### src/rtl/icdc_mem_arbiter.sv
// Arbiter that shares one 32-bit external memory port between the I-cache
// tile-fill side (PC) and the D-cache side (DC). A grant is held for a whole
// 4-beat I-tile burst, priority alternates under contention, and a beat that
// waits too long for memOK is aborted with a one-cycle arbErr pulse.
module icdc_mem_arbiter #(
    parameter int unsigned TIMEOUT = 255,
    parameter bit          DPRIO   = 1'b1
) (
    input  logic        clock,
    input  logic        reset,
    input  logic [31:0] pcAddr,
    input  logic        pcOE,
    output logic [31:0] pcData,
    output logic        pcOK,
    input  logic [31:0] dcAddr,
    input  logic [31:0] dcDataIn,
    input  logic        dcOE,
    input  logic        dcWR,
    output logic [31:0] dcData,
    output logic        dcOK,
    output logic [31:0] memAddr,
    output logic [31:0] memDataOut,
    output logic        memOE,
    output logic        memWR,
    input  logic [31:0] memDataIn,
    input  logic        memOK,
    output logic        arbErr
);

    typedef enum logic [1:0] {
        IDLE   = 2'd0,
        GNT_PC = 2'd1,
        GNT_DC = 2'd2
    } state_t;

    localparam logic [7:0] TIMEOUT_C = 8'(TIMEOUT);

    state_t     state_q, state_d;
    logic       prio_q, prio_d;     // 1: data side wins a tie, 0: PC side wins
    logic [7:0] cnt_q, cnt_d;       // cycles spent waiting for memOK on this beat
    logic       dc_req;
    logic       timeout_hit;

    assign dc_req      = dcOE | dcWR;
    assign timeout_hit = (cnt_q == TIMEOUT_C);

    // State, priority and timeout counter registers with synchronous active-low reset
    always_ff @(posedge clock) begin
        if (!reset) begin
            state_q <= IDLE;
            prio_q  <= DPRIO;
            cnt_q   <= '0;
        end else begin
            state_q <= state_d;
            prio_q  <= prio_d;
            cnt_q   <= cnt_d;
        end
    end

    // Next-state, priority update, timeout counting and abort pulse
    always_comb begin
        state_d = state_q;
        prio_d  = prio_q;
        cnt_d   = cnt_q;
        arbErr  = 1'b0;
        case (state_q)
            IDLE: begin
                // Counter is held at zero here so every grant starts fresh.
                cnt_d = '0;
                if (pcOE && (!dc_req || !prio_q)) begin
                    state_d = GNT_PC;
                end else if (dc_req) begin
                    state_d = GNT_DC;
                end
            end
            GNT_PC: begin
                if (memOK) begin
                    // memOK beats a simultaneous timeout: the beat completes.
                    cnt_d = '0;
                    if (pcAddr[3:2] == 2'b11) begin
                        state_d = IDLE;
                        prio_d  = 1'b1;
                    end
                end else if (!pcOE) begin
                    state_d = IDLE;
                    cnt_d   = '0;
                end else if (timeout_hit) begin
                    state_d = IDLE;
                    cnt_d   = '0;
                    arbErr  = 1'b1;
                    prio_d  = ~prio_q;
                end else begin
                    cnt_d = cnt_q + 8'd1;
                end
            end
            GNT_DC: begin
                if (memOK) begin
                    state_d = IDLE;
                    cnt_d   = '0;
                    prio_d  = 1'b0;
                end else if (!dc_req) begin
                    state_d = IDLE;
                    cnt_d   = '0;
                end else if (timeout_hit) begin
                    state_d = IDLE;
                    cnt_d   = '0;
                    arbErr  = 1'b1;
                    prio_d  = ~prio_q;
                end else begin
                    cnt_d = cnt_q + 8'd1;
                end
            end
            default: begin
                state_d = IDLE;
                cnt_d   = '0;
            end
        endcase
    end

    // Bus drive and OK/data return routing, gated by the registered grant
    always_comb begin
        memAddr    = '0;
        memDataOut = '0;
        memOE      = 1'b0;
        memWR      = 1'b0;
        pcOK       = 1'b0;
        dcOK       = 1'b0;
        pcData     = '0;
        dcData     = '0;
        case (state_q)
            GNT_PC: begin
                memAddr = pcAddr;
                memOE   = pcOE;
                pcOK    = memOK;
                pcData  = memOK ? memDataIn : 32'd0;
            end
            GNT_DC: begin
                memAddr    = dcAddr;
                memDataOut = dcDataIn;
                memWR      = dcWR;
                // A write request takes precedence over a read on the same beat.
                memOE      = dcOE & ~dcWR;
                dcOK       = memOK;
                dcData     = memOK ? memDataIn : 32'd0;
            end
            default: ;
        endcase
    end

endmodule
### config.mk
export PLATFORM = sky130hd
export DESIGN_NAME = icdc_mem_arbiter
export DESIGN_NICKNAME = d
export VERILOG_FILES = /design/src/rtl/icdc_mem_arbiter.sv
export SDC_FILE = /design/constraint.sdc
export NUM_CORES = 1
export LEC_CHECK = 0
export ABC_AREA = 1
export CORE_AREA = 2 2 105 107
export CTS_BUF_LIST = sky130_fd_sc_hd__clkbuf_8
export CTS_CLUSTER_DIAMETER = 120
export DETAILED_ROUTE_END_ITERATION = 16
export DIE_AREA = 0 0 107 109
export SLEW_MARGIN = 10
export SYNTH_ARGS = -nofsm -noshare
export SYNTH_HDL_FRONTEND = slang
export SYNTH_SLANG_ARGS = --single-unit
### constraint.sdc
create_clock -name clock -period 2.4 [get_ports clock]
set_input_delay 0.6 -clock clock [delete_from_list [all_inputs] [get_ports clock]]
set_output_delay 0.6 -clock clock [all_outputs]
set_load 0.02 [all_outputs]
==> flow_summary_export.csv <==
group,metric,value,unit
flow_run,maxCapViolCount,0,
finish,layout_common_cells,"clkdlybuf4s50_1, nand2_1, dlygate4sd2_1",
logic_synthesis,postSynthAreaPerCell,4.71,um2
sta,setup_tns,0,ns
global_route,grt_pass1_wl,14.6,mm
placement,place_ws,-0.395,ns
logic_synthesis,synth_area_leader_cell,"nand2_1",
placement,hpwl,8.40,mm
clocking,clockRootBuffer,"clkbuf_8",
global_route,gr-usage-all-layers,15.5,%
sta,min_period,2.30,ns
clocking,cts_buffers,3,
sta,slew_headroom,82.9,%
pwr,p_leak,0.00285,uW
finish,fin_nets,790,
global_route,use_met2,28.6,%
detailed_routing,drt_pass1_iterations,4,
logic_synthesis,synthTopCellsByArea,"nand2_1, inv_1, nor2_1",
setup_path,end_kind,"output pin",
worst_hold_path,hold_class,"reg2reg",
sta,rsz0062_at_grt,"no",
pwr,power.density,352,nW/um2
floorplanning,die_area,11700,um2
global_route,grt_pass1_vias,2973,
logic_synthesis,synth.distinct_cells,23,
sta,fmax,0.434,GHz
setup_path,crit_type,"in2out",
detailed_routing,num_vias,3191,
logic_synthesis,synth_seq_cells,11,
setup_path,cp.arrival,1.70,ns
pwr,peakVddDrop,0.327,mV
sta,setup_ws,0.0952,ns
placement,port_buffers,266,
floorplanning,core-area,10600,um2
floorplanning,io_pins,267,
global_route,use_met3,4.72,%
finish,final_common_cell,"clkdlybuf4s50_1",
setup_path,crit_required,1.80,ns
finish,fill_cells,1151,
setup_path,rr_worst_depth,9,
logic_synthesis,synth_cells,375,
sta,timing.final.max_slew_violations,0,
clocking,clkTransAtPathRegs,0.05,ns
global_route,grt_max_degree,34,
sta,finalCritPeriodShare,96.0,%
finish,layout-drive-gt1-share,11.2,%
clocking,clkSinkCount,11,
detailed_routing,wl,10.1,mm
clocking,hold_buffers,0,
finish,syn2layout_area_growth,164,%
sta,timing_hold_violations_final,0,
detailed_routing,wl_per_cell,12.8,um
setup_path,start_kind,"input port",
setup_path,worstPathMaxFanout,2,
floorplanning,initial_core_util,16.7,%
run_status,status,"completed",
detailed_routing,drt_iter0_markers,176,
sta,finalSetupViolations,0,
logic_synthesis,ys_seq_area_share,12.5,%
floorplanning,row_count,38,
clocking,cts.path.max_buffers,2,
sta,clock_skew,0.00179,ns
detailed_routing,antenna_left,0,
logic_synthesis,syn_nets,514,
logic_synthesis,synth_top_area_share,25.7,%
logic_synthesis,synth_area,1770,um2
placement,gp_congestion,0.806,
floorplanning,dieHeight,109,um
sta,worst-slew-pin-transition,0.258,ns
global_route,antenna_found_initial,2,
clocking,cts_tree,"done",
worst_hold_path,hold_depth,1,
floorplanning,die_w,107,um
global_route,grt_remaining_overflow,0,
detailed_routing,drc_errors,0,
finish,finalCoreUtilization,43.9,%
logic_synthesis,yosysWarnings,0,
clocking,clkLatencyLatePin,0.23,ns
global_route,busiest_layer,"met2",
clocking,cts.htree.levels,1,
detailed_routing,vias_per_cell,4.03,
global_route,gr-usage-met1,17.9,%
worst max-delay path: stages:
cell,delay [ns]
clkdlybuf4s50_1,0.48
nand2_1,0.09
buf_4,0.14
inv_1,0.04
dlygate4sd2_1,0.36
through the flow:
step / total power [uW] / cell area (um2) / std cells / hold WS [ns]
after global placement: 1520 / 4750 / 783 / 0.427
after floorplan: 792 / 1770 / 375 / 0.418
final: 1640 / 4650 / 791 / 0.447
after global routing: 1760 / 4650 / 790 / 0.480
after detailed placement: 1530 / 4750 / 783 / 0.445
after CTS: 1660 / 4710 / 788 / 0.451
cells in the mapped netlist, drive strengths merged:
cell and count:
nand2 124, inv 80, nor2 76, a21oi 38
buf 11, dfxtp 11, clkbuf 9, nand3 7
ha 5, o21ai 4, nor3 2, nor3b 2
xor2 2, a31oi 1, nand4 1, o211ai 1
xnor2 1
metal layers:
layer / wire, um / up-vias / share of wire (%)
li1: - / 1645 / -
met1: 3830 / 1377 / 38
met2: 5060 / 153 / 50
met3: 1090 / 12 / 11
met4: 116 / 4 / 1.1
met5: 27 / - / 0.27
where the power goes:
part	switching [uW]	total (uW)	internal, uW
sequential	11.5	206	194
combinational	670	1260	589
clock	63.7	176	112
total	745	1640	895
final cells by class:
type | count | area (um2) | area share [%]
clock buffer | 3 | 41.3 | 0.887
inverter | 80 | 300 | 6.45
tap | 140 | 175 | 3.76
timing repair buffer | 291 | 2740 | 58.8
clock inverter | 1 | 3.75 | 0.0806
sequential | 11 | 221 | 4.76
multi-input combinational | 264 | 1170 | 25.2
antenna | 1 | 2.50 | 0.0538
logic make-up after synthesis:
kind of cell	share of synthesized area, %
XOR/XNOR	1.49
AND/OR/NAND/NOR	47.8
adder cells (fa/ha/maj)	3.54
AO/OA/AOI/OAI	12.7
buffers and inverters	22.0
flip-flops	12.5
sequential cells by signal (all words and copies together), names as in the netlist:
signal	cells
cnt_q	8
state_q	2
prio_q	1
path summary, 6_finish.rpt:
kind         slack (ns)        to  startpoint
min                0.45  cnt_q[7]    cnt_q[7]
min reg2reg        0.45  cnt_q[7]    cnt_q[7]
max                 0.1     memWR        dcWR
max reg2reg        0.80  cnt_q[5]  state_q[0]
timing repair:
action | in CTS | in global routing
buffers inserted | 0 | 2
pin swaps | 0 | 1
cloned | 1 | 0
gates resized for setup | 150 | 60
setup endpoints to repair | 133 | 49
No activity file was read; power rests on OpenSTA's default activity.
